[config.mk]
export PLATFORM = sky130hd
export DESIGN_NAME = ss2_bus_arbiter
export DESIGN_NICKNAME = d
export VERILOG_FILES = /design/src/rtl/ss2_arb_pkg.sv /design/src/rtl/ss2_arb_bus_seq.sv /design/src/rtl/ss2_bus_arbiter.sv
export SDC_FILE = /design/constraint.sdc
export NUM_CORES = 1
export LEC_CHECK = 0
export ABC_AREA = 0
export BUFFER_PORTS_ARGS = -buffer_cell sky130_fd_sc_hd__clkbuf_2
export CAP_MARGIN = 20
export CORE_MARGIN = 4
export CORE_UTILIZATION = 45
export CTS_CLUSTER_SIZE = 8
export DETAILED_ROUTE_END_ITERATION = 7
export HOLD_SLACK_MARGIN = 0.15
export PLACE_DENSITY = 0.79
export SYNTH_ARGS = -nofsm -noshare
export SYNTH_HDL_FRONTEND = slang
export SYNTH_SLANG_ARGS = --single-unit
[constraint.sdc]
create_clock -name clk -period 2.1 [get_ports clk]
set_input_delay 0.105 -clock clk [delete_from_list [all_inputs] [get_ports clk]]
set_output_delay 0.105 -clock clk [all_outputs]
set_load 0.005 [all_outputs]
[src/rtl/ss2_arb_pkg.sv]
// Shared types and constants for the two-requester SS2 register-bus arbiter.
package ss2_arb_pkg;

  typedef enum logic [1:0] {
    IDLE   = 2'd0,
    SETUP  = 2'd1,
    STROBE = 2'd2,
    HOLD   = 2'd3
  } arb_state_e;

  localparam logic REQ0 = 1'b0;
  localparam logic REQ1 = 1'b1;

  // Wide enough for the largest legal strobe length (15).
  localparam int unsigned STRB_CNT_W = 4;

endpackage

[src/rtl/ss2_arb_bus_seq.sv]
// SETUP/STROBE/HOLD bus timing sequencer; all bus control outputs are registered.
module ss2_arb_bus_seq
  import ss2_arb_pkg::*;
#(
  parameter int unsigned pSTROBE_CYCLES = 2
) (
  input  logic clk,
  input  logic reset,
  input  logic start_i,
  input  logic wr_i,
  output logic busy_o,
  output logic bus_cen_o,
  output logic bus_rdn_o,
  output logic bus_wrn_o,
  output logic strobe_done_c_o
);

  arb_state_e            state_q, state_d;
  logic [STRB_CNT_W-1:0] cnt_q, cnt_d;
  logic                  busy_q, cen_q, rdn_q, wrn_q;

  // Counter holds the number of strobe cycles still to go after the current one.
  always_comb begin
    state_d         = state_q;
    cnt_d           = cnt_q;
    strobe_done_c_o = 1'b0;
    unique case (state_q)
      IDLE: begin
        if (start_i) state_d = SETUP;
      end
      SETUP: begin
        state_d = STROBE;
        cnt_d   = STRB_CNT_W'(pSTROBE_CYCLES - 1);
      end
      STROBE: begin
        if (cnt_q == '0) begin
          state_d         = HOLD;
          strobe_done_c_o = 1'b1;
        end else begin
          cnt_d = cnt_q - STRB_CNT_W'(1);
        end
      end
      HOLD: begin
        state_d = IDLE;
      end
      default: begin
        state_d = IDLE;
      end
    endcase
  end

  // Outputs are decoded from the next state so they change on the same edge as the state.
  always_ff @(posedge clk) begin
    if (reset) begin
      state_q <= IDLE;
      cnt_q   <= '0;
      busy_q  <= 1'b0;
      cen_q   <= 1'b1;
      rdn_q   <= 1'b1;
      wrn_q   <= 1'b1;
    end else begin
      state_q <= state_d;
      cnt_q   <= cnt_d;
      busy_q  <= (state_d != IDLE);
      cen_q   <= !((state_d == SETUP) || (state_d == STROBE));
      rdn_q   <= !((state_d == STROBE) && !wr_i);
      wrn_q   <= !((state_d == STROBE) && wr_i);
    end
  end

  assign busy_o    = busy_q;
  assign bus_cen_o = cen_q;
  assign bus_rdn_o = rdn_q;
  assign bus_wrn_o = wrn_q;

endmodule

[src/rtl/ss2_bus_arbiter.sv]
// Round-robin arbiter sharing one 8-bit register bus between two requesters.
// Define SS2_ARB_LOCK_EN to let the owner keep the grant while its lock is high at HOLD.
module ss2_bus_arbiter
  import ss2_arb_pkg::*;
#(
  parameter int unsigned pADDR_WIDTH    = 32,
  parameter int unsigned pSTROBE_CYCLES = 2
) (
  input  logic                   clk,
  input  logic                   reset,
  input  logic                   r0_req,
  input  logic                   r0_wr,
  input  logic [pADDR_WIDTH-1:0] r0_addr,
  input  logic [7:0]             r0_wdata,
  input  logic                   r0_lock,
  output logic                   r0_ack,
  output logic [7:0]             r0_rdata,
  input  logic                   r1_req,
  input  logic                   r1_wr,
  input  logic [pADDR_WIDTH-1:0] r1_addr,
  input  logic [7:0]             r1_wdata,
  input  logic                   r1_lock,
  output logic                   r1_ack,
  output logic [7:0]             r1_rdata,
  output logic [pADDR_WIDTH-1:0] bus_addr,
  output logic [7:0]             bus_wdata,
  input  logic [7:0]             bus_rdata,
  output logic                   bus_cen,
  output logic                   bus_rdn,
  output logic                   bus_wrn,
  output logic                   busy,
  output logic                   owner
);

`ifdef SS2_ARB_LOCK_EN
  localparam bit LOCK_EN = 1'b1;
`else
  localparam bit LOCK_EN = 1'b0;
`endif

  logic                   start_c, win_c, strobe_done_c, hold_c;
  logic                   owner_q, lock_q, wr_q, ack0_q, ack1_q;
  logic [pADDR_WIDTH-1:0] addr_q;
  logic [7:0]             wdata_q, rdata0_q, rdata1_q;

  // Arbitration only while the sequencer is idle; lock overrides round-robin on a tie.
  always_comb begin
    start_c = 1'b0;
    win_c   = owner_q;
    if (!busy && (r0_req || r1_req)) begin
      start_c = 1'b1;
      if (r0_req && r1_req) win_c = (LOCK_EN && lock_q) ? owner_q : !owner_q;
      else                  win_c = r1_req ? REQ1 : REQ0;
    end
  end

  assign hold_c = ack0_q | ack1_q;

  always_ff @(posedge clk) begin
    if (reset) begin
      owner_q  <= REQ1;
      lock_q   <= 1'b0;
      wr_q     <= 1'b0;
      addr_q   <= '0;
      wdata_q  <= '0;
      rdata0_q <= '0;
      rdata1_q <= '0;
      ack0_q   <= 1'b0;
      ack1_q   <= 1'b0;
    end else begin
      if (start_c) begin
        owner_q <= win_c;
        wr_q    <= (win_c == REQ1) ? r1_wr    : r0_wr;
        addr_q  <= (win_c == REQ1) ? r1_addr  : r0_addr;
        wdata_q <= (win_c == REQ1) ? r1_wdata : r0_wdata;
      end
      ack0_q <= strobe_done_c && (owner_q == REQ0);
      ack1_q <= strobe_done_c && (owner_q == REQ1);
      if (strobe_done_c && !wr_q) begin
        if (owner_q == REQ1) rdata1_q <= bus_rdata;
        else                 rdata0_q <= bus_rdata;
      end
      if (hold_c) lock_q <= LOCK_EN && ((owner_q == REQ1) ? r1_lock : r0_lock);
    end
  end

  ss2_arb_bus_seq #(
    .pSTROBE_CYCLES(pSTROBE_CYCLES)
  ) u_seq (
    .clk            (clk),
    .reset          (reset),
    .start_i        (start_c),
    .wr_i           (wr_q),
    .busy_o         (busy),
    .bus_cen_o      (bus_cen),
    .bus_rdn_o      (bus_rdn),
    .bus_wrn_o      (bus_wrn),
    .strobe_done_c_o(strobe_done_c)
  );

  assign owner     = owner_q;
  assign bus_addr  = addr_q;
  assign bus_wdata = wdata_q;
  assign r0_ack    = ack0_q;
  assign r1_ack    = ack1_q;
  assign r0_rdata  = rdata0_q;
  assign r1_rdata  = rdata1_q;

endmodule

Word-level counts from Yosys, hierarchy flattened
Index checks and enable logic that the tools add are counted.

word-level totals
  bits in registers = 70
  bits of input ports = 96
  output and inout bits = 63

cells by class
  $add $sub $neg = 1
  equal/unequal tests = 6
  multiplexer cells = 14
  bitwise gates (word level) = 1
  reductions and logical operators = 22

operators by type and width
  operator                                                               number
  32-bit 2-to-1 mux                                                      1
  8-bit 2-to-1 mux                                                       1
  2-bit case mux with 4 select lines                                     1
  4-bit case mux with 2 select lines                                     1
  1-bit logical AND                                                      7
  1-bit 2-to-1 mux                                                       7
  2-bit equality test, second input constant                             3
  1-bit zero test                                                        6
  2-bit AND reduction                                                    3
  2-bit by 1-bit equality test with 1-bit output, second input constant  2
  4-bit zero test                                                        1
  2-bit 2-to-1 mux                                                       2
  4-bit 2-to-1 mux                                                       1
  2-bit nonzero test                                                     2
  4-bit by 1-bit subtractor with 4-bit output, second input constant     1
  2-bit zero test                                                        1
  1-bit logical OR                                                       2
  2-bit != test, second input constant                                   1
  1-bit NOT                                                              1

Depth between registers and ports, before layout
Gate-level depths: netlist of run 1.

  depth after elaboration = 8
  mapped depth = 7

By module
From an unflattened synthesis of run 1, not the netlist that was laid out.

unflattened totals
  cell total of the unflattened synthesis = 355
  area total of the unflattened synthesis = 3519.6 um^2

modules (own cells, without submodules)
  module           instances  cells each  area each (um^2)  sequential area each (um^2)
  ss2_bus_arbiter  1          304         3041.7            1201.2
  ss2_arb_bus_seq  1          51          478.0             200.2

Least setup slack after synthesis of run 1
No wires, ideal clock.

  kind = reg2reg
  start = register u_seq.state_q[0]
  end = register u_seq.cen_q (netlist: u_seq.bus_cen_o)
  data arrival time = 1508 ps
  required time = 1974 ps
  slack = 466 ps
  stages on the path, launching flop included = 8
  path buffers = 1
  clock period less this slack = 1634 ps
  path through = dfxtp_1 > inv_1 > ha_1 > buf_4 > nand4bb_1 > a221o_1 > ha_1 > nand2_1

on the way
  cells in the longest elaborated chain, start to end = 5
  elaborated cells between the ends (all ways) = 11
  those cells by class = 5 x eq/ne; 3 x mux; 3 x reduce/logical

ends and longest elaborated chain
  item                                                                                   RTL line               RTL
  start, declared                                                                        ss2_arb_bus_seq.sv:18  arb_state_e state_q, state_d;
  start signal, assigned                                                                 ss2_arb_bus_seq.sv:62  state_q <= state_d;
  2-bit equality test, or another cell as far along                                      ss2_arb_bus_seq.sv:27  unique case (state_q)
  2-bit case mux with 4 select lines (*)                                                 ss2_arb_bus_seq.sv:27
  2-bit by 1-bit equality test with 1-bit output or 2-bit equality test (tied branches)  ss2_arb_bus_seq.sv:65  cen_q <= !((state_d == SETUP) || (state_d == STROBE));
  1-bit logical OR (*)                                                                   ss2_arb_bus_seq.sv:65
  1-bit zero test (*)                                                                    ss2_arb_bus_seq.sv:65
  end signal, assigned                                                                   ss2_arb_bus_seq.sv:65
  end, declared                                                                          ss2_arb_bus_seq.sv:20  logic busy_q, cen_q, rdn_q, wrn_q;

Mark *: on every way between the ends. The rest lies on a longest branch, timed or not.
A chain may end at the register's enable or synchronous reset.

Worst setup path after layout of run 1
  start = register u_seq.busy_q (netlist: u_seq.busy_o)
  end = register wdata_q[1] (netlist: bus_wdata[1])

on the way
  cells in the longest elaborated chain, start to end = 4
  elaborated cells between the ends (all ways) = 5
  those cells by class = 3 x mux; 2 x reduce/logical

ends and longest elaborated chain
  item                    RTL line               RTL
  start, declared         ss2_arb_bus_seq.sv:20
  start signal, assigned  ss2_arb_bus_seq.sv:64  busy_q <= (state_d != IDLE);
  1-bit zero test (*)     ss2_bus_arbiter.sv:50  if (!busy && (r0_req || r1_req)) begin
  1-bit logical AND (*)   ss2_bus_arbiter.sv:50
  1-bit 2-to-1 mux        ss2_bus_arbiter.sv:50
  8-bit 2-to-1 mux        ss2_bus_arbiter.sv:75  wdata_q <= (win_c == REQ1) ? r1_wdata : r0_wdata;
  end signal, assigned    ss2_bus_arbiter.sv:75
  end, declared           ss2_bus_arbiter.sv:44  logic [7:0] wdata_q, rdata0_q, rdata1_q;

Marked as above.

==> results of run 1 <==
==> final timing paths <==
path | startpoint | endpoint | slack, ns
worst max-delay path | u_seq.busy_o | bus_wdata[1] | 0.15
worst min-delay path | r1_addr[6] | bus_addr[6] | 0.16
worst max register to register | u_seq.busy_o | bus_wdata[1] | 0.15
worst min register to register | r0_rdata[0] | r0_rdata[0] | 0.46
==> final cells by class <==
cell class / count / area, µm² / area share
multi-input combinational: 252 / 1642 / 0.3202
tap: 96 / 120.1 / 0.02343
clock buffer: 10 / 137.6 / 0.02685
sequential: 70 / 1404 / 0.2739
timing repair buffer: 249 / 1724 / 0.3363
clock inverter: 6 / 61.31 / 0.01196
inverter: 8 / 30.03 / 0.005858
antenna: 3 / 7.507 / 0.001464
==> registers in the layout, indices dropped and copies added, names as in the netlist, 2 cells and up <==
signal and flops:
bus_addr 32, bus_wdata 8, r0_rdata 8, r1_rdata 8
u_seq.cnt_q 4, u_seq.state_q 2
==> kinds of logic (layout without fill, tap and decap cells) <==
| logic type | Yosys count | after routing | synth area share |
|---|---|---|---|
| AOI/OAI and AO/OA | 133 | 133 | 0.2914 |
| and+or+nand+nor | 96 | 96 | 0.1340 |
| DFF | 70 | 70 | 0.4351 |
| buffers and inverters | 50 | 273 | 0.06255 |
| muxes | 16 | 16 | 0.04973 |
| adders and majority gates | 7 | 7 | 0.02719 |
| other | 0 | 3 | 0 |
==> power groups by stage <==
stage	clock (W)	sequential (W)	combinational, W
2_1_floorplan	0	0.00184	0.00103
3_3_place_gp	0	0.00185	0.00168
3_5_place_dp	0	0.00185	0.00172
4_1_cts	0.00111	0.00183	0.00186
5_1_grt	0.00116	0.00188	0.00213
6_report	0.00109	0.00185	0.00194
==> critical path, cell delays in order, from the launching register on <==
cell	delay (ns)
dfxtp_2	0.35
buf_8	0.17
o21ba_2	0.26
buf_8	0.23
o21ai_0	0.11
a211oi_1	0.19
dlygate4sd3_1	0.58
==> metal layers <==
layer,vias up,part of all wire
met3,37,0.090
met2,244,0.47
met1,1806,0.41
li1,1823,-
met4,0,0.029
met5,-,0
==> cell usage in the layout (no fill, tap or decap), drive strengths merged, types with 2 or more instances in the layout <==
cell type    instances
clkbuf             166
o21ai               44
clkinv               5
nor2b                2
mux2i               16
dlygate4sd3         82
a21oi                4
inv                  7
and3                 3
buf                 11
ha                   7
dfxtp               70
nor2                47
nor3                 2
nand2               26
nand2b               2
diode                3
or3                  2
a211oi              41
nand3                5
a2111oi             41
==> stage by stage <==
step                cell area, µm²  setup WS [ns]  hold WS [ns]  power (W)  utilization
floorplan                     3221         0.4660        0.2665   0.002868            -
global placement              4056         0.2734        0.3640   0.003526       0.5905
finish                        5126         0.1453        0.1571   0.004876       0.7463
CTS                           5076        0.02327        0.1503   0.004803       0.7390
detailed placement            4056         0.2364        0.3781   0.003578       0.5905
global route                  5119        0.02853        0.1588   0.005177       0.7452
==> timing repair <==
action / CTS / global route
hold endpoints to repair: 64 / 0
hold buffers: 82 / 0
resized for setup: 0 / 7
endpoints found under the setup margin: 0 / 2
==> impl_metrics.toml, run 1 <==
[cells_and_area]
nFillCells = 472
fin_cells = 694
areaGrowthSynthToFinish_pct = 59.17
final_nets = 693
drive_gt1_frac = 0.3210

[setup_path]
end_kind = "flop"
worstSetupPathType = "flop to flop"
worst-path-max-fanout = 41
cp-start-kind = "flop"
required_ns = 2.38
r2r_cells = 6
arrival_ns = 2.24

[timing]
period_minus_slack_ns = 1.955
finalMaxSlewViolations = 0
worst_slew_pin_slew_ns = 0.6266
fin_worst_skew_ns = 0.01142
setup_tns_ns = 0
setup_viol = 0
relSlewSlack = 0.5715
hold_viol = 0
rsz0062_at_grt = "no"
period_share = 0.9308
max_freq_ghz = 0.5116

[logic_synthesis]
synth_cell_type_count = 31
ys_ff_latch = 70
syn_area_mm2 = 0.003221
synth_edf_count = 0
ys_seq_area_frac = 0.4351
avgSynthCellArea_um2 = 8.657
synth_top_area_cell = "dfxtp_1"
yosysWarningCount = 0
synthFlopType = "dfxtp_1"
synthesis.instances = 372
yosysMostFrequentCell = "dfxtp_1"
syn_nets = 475
synth_top_area_frac = 0.4351
synth_area_leaders = "dfxtp_1 44%, a2111oi_0 11%, a211oi_1 9.6%"
ys_async_sr_fraction = 0
synthTopCellsByCount = "70 x dfxtp_1, 47 x nor2_1, 44 x o21ai_0, 41 x a2111oi_0, 41 x a211oi_1"

[detailed_routing]
wl_per_cell_um = 17.17
initialDrtViolationCount = 247
ant_nets = 0
viasPerCell = 5.634
vias = 3910
wl_mm = 11.92
dr.pass1.iters = 5
drc = 0

[global_routing]
grt-ovfl-total = 0
use_met1 = 0.3448
grtUsageMet2 = 0.4556
grt_usage = 0.2761
gr-usage-met3 = 0.07717
grt_max_degree = 55
busiest_layer = "met2"
grt_pass1_vias = 3970
grt_pass1_wl_mm = 19.20
antenna_found_initial = 0

[floorplan]
rows = 30
start_util = 0.4689
die_y_um = 92.60
pin_count = 159
die_area_mm2 = 0.008575
placeableCoreArea_mm2 = 0.006869
die_w_um = 92.60

[flow_run]
maxCapViolations = 0

[pwr]
power_leakage_nw = 2.244
p_int_w = 0.003070
combPwrFrac = 0.397
p_sw_w = 0.001806
p_clk_frac = 0.223
seqPwrFrac = 0.380
switching_share = 0.3704
p_per_area_mw_per_mm2 = 951.2
peakVddDrop_uv = 576.8

[clock_network]
clock_path_buffers = 2
numCtsBuffers = 9
cts_htree_levels = 3
clockRootBuffer = "clkbuf_8"
cts_setup_buffers = 0
clk_latency_ns = 0.34
cts_tree = "yes"
clkTransAtPathRegs_ns = 0.08
cts_num_sinks = 70

[run_status]
run_status = "finished, final reports clean"

[hold_path]
hp-class = "primary input to flop"
min_path_cells = 3

[place]
gp_congestion = 0.8373
io_buffers = 156
dp_hpwl_mm = 6.637
place_inst = 592
Power figures use the tool's default switching activity.
==> run 2, diff against run 1 <==
--- a/config.mk
+++ b/config.mk
@@ -8,11 +8,13 @@
 export ABC_AREA = 0
 export BUFFER_PORTS_ARGS = -buffer_cell sky130_fd_sc_hd__clkbuf_2
 export CAP_MARGIN = 20
+export CORE_ASPECT_RATIO = 0.5
 export CORE_MARGIN = 4
 export CORE_UTILIZATION = 45
+export CTS_BUF_LIST = sky130_fd_sc_hd__clkbuf_4
 export CTS_CLUSTER_SIZE = 8
 export DETAILED_ROUTE_END_ITERATION = 7
-export HOLD_SLACK_MARGIN = 0.15
+export HOLD_SLACK_MARGIN = 0.02
 export PLACE_DENSITY = 0.79
 export SYNTH_ARGS = -nofsm -noshare
 export SYNTH_HDL_FRONTEND = slang
==> run 2 against run 1 <==
Worst setup slack improved by 0.033 ns. Via count decreased by 5.3%. Clock skew is 0.0012 ns higher. Die area grew 0.95%. Critical path depth unchanged. Clock power down 21%. Core utilization down 4.5 points. Largest cell class is now multi-input combinational cells. Highest routed layer unchanged.
==> impl_metrics.toml, run 2 (same netlist as run 1, synthesis figures left out) <==
[clock_network]
clkTransAtPathRegs_ns = 0.11
cts_resized = 0
numCtsBuffers = 9
clk_latency_ns = 0.42
clockRootBuffer = "clkbuf_4"
clock_path_buffers = 2
cts_htree_levels = 3
cts_num_sinks = 70
cts_tree = "yes"

[global_routing]
grt_pass1_vias = 3583
grt-ovfl-total = 0
grt_pass1_wl_mm = 17.04
antenna_found_initial = 0
grt_usage = 0.2477
grt_max_degree = 48

[cells_and_area]
fin_cells = 665
nFillCells = 533
drive_gt1_frac = 0.3304
final_nets = 670
mostFrequentLayoutCell = "clkbuf_2"
areaGrowthSynthToFinish_pct = 48.25
layout_common_cells = "156 x clkbuf_2, 70 x dfxtp_1, 58 x dlygate4sd3_1"
multi_input_area_mm2 = 0.001637
fin_util = 0.7016
regArea_mm2 = 0.001401
largest_reg_flops = 32
finish.instance_area_mm2 = 0.004775

[setup_path]
worstPathCellList = "inv_1 > ha_1 > nand4bb_1 > a221o_1 > ha_1 > nand2_1"
worst-path-max-fanout = 10
cp-start-kind = "flop"
r2r-start = "u_seq.state_q[0]"
path_buf_inv = 1
critPathMaxStageDelay_ns = 0.42
crit_start = "u_seq.state_q[0]"
path_common_cell = "ha_1"
required_ns = 2.40
end_kind = "flop"
arrival_ns = 2.22
slowest_stage = "a221o_1"
worstSetupPathType = "flop to flop"
critPathTopFamily = "adder cells"

[pwr]
p_per_area_mw_per_mm2 = 942.8
power_leakage_nw = 2.110
peakVddDrop_uv = 620.9

[detailed_routing]
initialDrtViolationCount = 216
dr.pass1.iters = 5
wl_mm = 10.87
ant_nets = 0
viasPerCell = 5.565
vias = 3701
wl_per_cell_um = 16.34
drc = 0

[place]
gp_congestion = 0.8031
io_buffers = 156
placement.cell_area_mm2 = 0.004054
dp_hpwl_mm = 6.559
place_inst = 590

[floorplan]
die_y_um = 67.82
die_area_mm2 = 0.008657
pin_count = 159
die_w_um = 127.6
start_util = 0.4732
rows = 21
placeableCoreArea_mm2 = 0.006805

[timing]
setup_tns_ns = 0
fin_worst_skew_ns = 0.01267
relSlewSlack = 0.2642
period_share = 0.9149
hold_ws_ns = 0.04654
hold_viol = 0
finalMaxSlewViolations = 0
max_freq_ghz = 0.5205
period_minus_slack_ns = 1.921
worst_slew_pin_slew_ns = 1.103
rsz0062_at_grt = "no"
setup_viol = 0

[run_status]
run_status = "finished, final reports clean"

[hold_path]
hp-class = "primary input to flop"
hold_start = "r1_wdata[5]"

[flow_run]
maxCapViolations = 0
## run 2: cell types whose count changed in the layout (fill, tap and decap cells not counted), sizes merged
cell and change:
buf +1, clkinv +1, dlygate4sd3 -24, clkinvlp -1, diode -2
## run 2: worst reg2reg max path: cells and delay by family, from the launching register on
kind	cells	cell delay, ns
DFF	1	0.35
and+or+nand+nor	2	0.30
buffers and inverters	1	0.09
AOI/OAI and AO/OA	1	0.42
adders and majority gates	2	0.64
## run 2: what timing repair did
item                                    CTS  global route
hold buffers                             58             0
endpoints found under the setup margin    0             0
buffers inserted                          0             0
endpoints found under the hold margin    64             0
## run 2: final timing paths
kind                          end  slack [ns]  cells past startpoint
setup / recovery  u_seq.bus_cen_o        0.18                      6
hold / removal       bus_wdata[5]        0.05                      3
setup reg to reg  u_seq.bus_cen_o        0.18                      6
hold reg to reg       r1_rdata[2]        0.46                      2
## run 2: final cells by class
| cell class | count | share of cell area |
|---|---|---|
| multi-input cells | 252 | 0.3428 |
| repair buffers | 226 | 0.3040 |
| flip-flops and latches | 70 | 0.2935 |
| well taps | 92 | 0.02411 |
| clock buffers | 10 | 0.01572 |
| clock inverters | 6 | 0.01310 |
| inverters | 8 | 0.006289 |
| diodes | 1 | 0.0005241 |
## run 2: report_power, final
| part | total, W | switching [W] | internal [W] |
|---|---|---|---|
| combinational | 0.00180 | 0.00104 | 0.000764 |
| sequential | 0.00184 | 0.000197 | 0.00164 |
| clock | 0.000858 | 0.000484 | 0.000374 |
## run 2: metrics by stage
stage / worst slack, ns / total power (W)
final: 0.1788 / 0.004502
after global routing: 0.06099 / 0.004819
after CTS: 0.1951 / 0.004492
after detailed placement: 0.2290 / 0.003549
after global placement: 0.2692 / 0.003513
after floorplan: 0.4660 / 0.002868
## run 2: per-layer routing
| layer | vias to the layer above | wire length [µm] | global-route usage | part of all wire |
|---|---|---|---|---|
| met1 | 1698 | 4315 | 0.2833 | 0.40 |
| met3 | 44 | 690 | 0.05924 | 0.064 |
| met2 | 184 | 5455 | 0.4444 | 0.50 |
| met5 | - | 0 | 0 | 0 |
| met4 | 0 | 404 | 0.1270 | 0.037 |
| li1 | 1775 | - | - | - |
==> run 3, diff against run 2 <==
--- a/config.mk
+++ b/config.mk
@@ -15,7 +15,7 @@
 export CTS_CLUSTER_SIZE = 8
 export DETAILED_ROUTE_END_ITERATION = 7
 export HOLD_SLACK_MARGIN = 0.02
-export PLACE_DENSITY = 0.79
+export PLACE_DENSITY = 0.82
 export SYNTH_ARGS = -nofsm -noshare
 export SYNTH_HDL_FRONTEND = slang
 export SYNTH_SLANG_ARGS = --single-unit
==> run 3 against run 2 <==
Register-to-register slack gained 0.05 ns. Critical endpoint unchanged. Final area shrank 0.29%. First-iteration DRC count grew 13%. Sequential power is essentially flat.
==> impl_metrics.toml, run 3 (same netlist as run 1, synthesis figures left out) <==
[timing]
setup_tns_ns = 0
rsz0062_at_grt = "no"
period_share = 0.8930
hold_viol = 0
worst_slew_pin_slew_ns = 0.7773
relSlewSlack = 0.4818
period_minus_slack_ns = 1.875
final.setup.worst_slack_ns = 0.2247
fin_worst_skew_ns = 0.01367
finalMaxSlewViolations = 0
max_freq_ghz = 0.5333
setup_viol = 0

[global_routing]
antenna_found_initial = 0
grt-ovfl-total = 0
grt_pass1_vias = 3619
grt_usage = 0.2447
grt_max_degree = 46
grt_pass1_wl_mm = 16.93

[run_status]
run_status = "finished, final reports clean"

[detailed_routing]
wl_per_cell_um = 16.45
vias = 3697
drc = 0
initialDrtViolationCount = 245
ant_nets = 0
dr.pass1.iters = 4
wl_mm = 10.84
viasPerCell = 5.610

[place]
placement.cell_area_mm2 = 0.004046
place_inst = 589
io_buffers = 156
pre_cts_slack_ns = 0.2477
gp_congestion = 0.8233
dp_hpwl_mm = 6.557

[hold_path]
min_path_cells = 3
hold_path_end = "bus_addr[18]"
hold_start = "r1_addr[18]"
hp-class = "primary input to flop"

[flow_run]
maxCapViolations = 0

[clock_network]
cts_num_sinks = 70
cts_htree_levels = 3
cts_tree = "yes"
numCtsBuffers = 9
clkTransAtPathRegs_ns = 0.11
clockRootBuffer = "clkbuf_4"
clk_latency_ns = 0.42
cts_resized = 0
clock_path_buffers = 2

[setup_path]
r2r-start = "u_seq.state_q[0]"
required_ns = 2.40
r2r_end = "u_seq.bus_cen_o"
r2r_setup_slack_ns = 0.22
worst-path-max-fanout = 10
arrival_ns = 2.17
cp-start-kind = "flop"
end_kind = "flop"
worstSetupPathType = "flop to flop"
r2r_cells = 6

[cells_and_area]
areaGrowthSynthToFinish_pct = 47.82
fin_cells = 659
drive_gt1_frac = 0.3316
mostFrequentLayoutCell = "clkbuf_2"
layout_common_cells = "156 x clkbuf_2, 70 x dfxtp_1, 53 x dlygate4sd3_1"
largest_reg_flops = 32
final_nets = 665
finish.instance_area_mm2 = 0.004761
antenna_cells = 0
nFillCells = 543

[floorplan]
pin_count = 159
die_area_mm2 = 0.008657
placeableCoreArea_mm2 = 0.006805
die_w_um = 127.6
rows = 21
start_util = 0.4732
die_y_um = 67.82

[pwr]
peakVddDrop_uv = 458.2
p_per_area_mw_per_mm2 = 961.4
power_leakage_nw = 2.096
[run 3: per-stage QoR]
stage	hold slack, ns	utilization	power, W
6_report	0.04357	0.6996	0.004577
3_5_place_dp	0.3732	0.5946	0.003546
5_1_grt	0.02271	0.6996	0.004904
2_1_floorplan	0.2665	-	0.002868
4_1_cts	0.02102	0.6955	0.004576
3_3_place_gp	0.3677	0.5946	0.003499
[run 3: routing by layer]
layer / GRT usage / part of all wire / vias up
li1: - / - / 1764
met1: 0.2774 / 0.38 / 1702
met2: 0.4326 / 0.49 / 181
met3: 0.06313 / 0.075 / 50
met4: 0.1376 / 0.048 / 0
met5: 0 / 0 / -
[run 3: power by group]
part	leakage [nW]	switching, W	internal, W
registers	0.578	0.000202	0.00164
clock network	0.0794	0.000477	0.000474
logic	1.44	0.00102	0.000760
total	2.10	0.00170	0.00288
[run 3: how the worst max path moves through the flow]
| stage | start | endpoint | cells after the start | slack (ns) |
|---|---|---|---|---|
| finish | u_seq.state_q[0] | u_seq.bus_cen_o | 6 | 0.22 |
| CTS | u_seq.state_q[0] | u_seq.bus_cen_o | 6 | 0.22 |
| detailed placement | u_seq.state_q[0] | u_seq.bus_cen_o | 6 | 0.25 |
| global route | u_seq.busy_o | bus_addr[12] | 3 | 0.10 |
| global placement | u_seq.state_q[0] | u_seq.bus_cen_o | 6 | 0.30 |
| floorplan | u_seq.state_q[0] | u_seq.bus_cen_o | 7 | 0.47 |
[run 3: area by class of cell]
class                      instances  area (µm²)  share of cell area
inverter                           8       30.03            0.006307
multi-input combinational        252        1637              0.3438
sequential                        70        1401              0.2943
tap                               92       115.1             0.02418
timing repair buffer             221        1421              0.2986
clock inverter                     7       88.84             0.01866
clock buffer                       9       67.56             0.01419
[run 3: worst max-delay path, stage by stage, from the launching register on]
cell,delay (ns)
dfxtp_1,0.35
inv_1,0.08
ha_1,0.32
nand4bb_1,0.24
a221o_1,0.41
ha_1,0.30
nand2_1,0.05
[run 3: what timing repair did]
item,4_1_cts,5_1_grt
hold endpoints to repair,64,0
buffers inserted,0,0
hold buffers,53,0
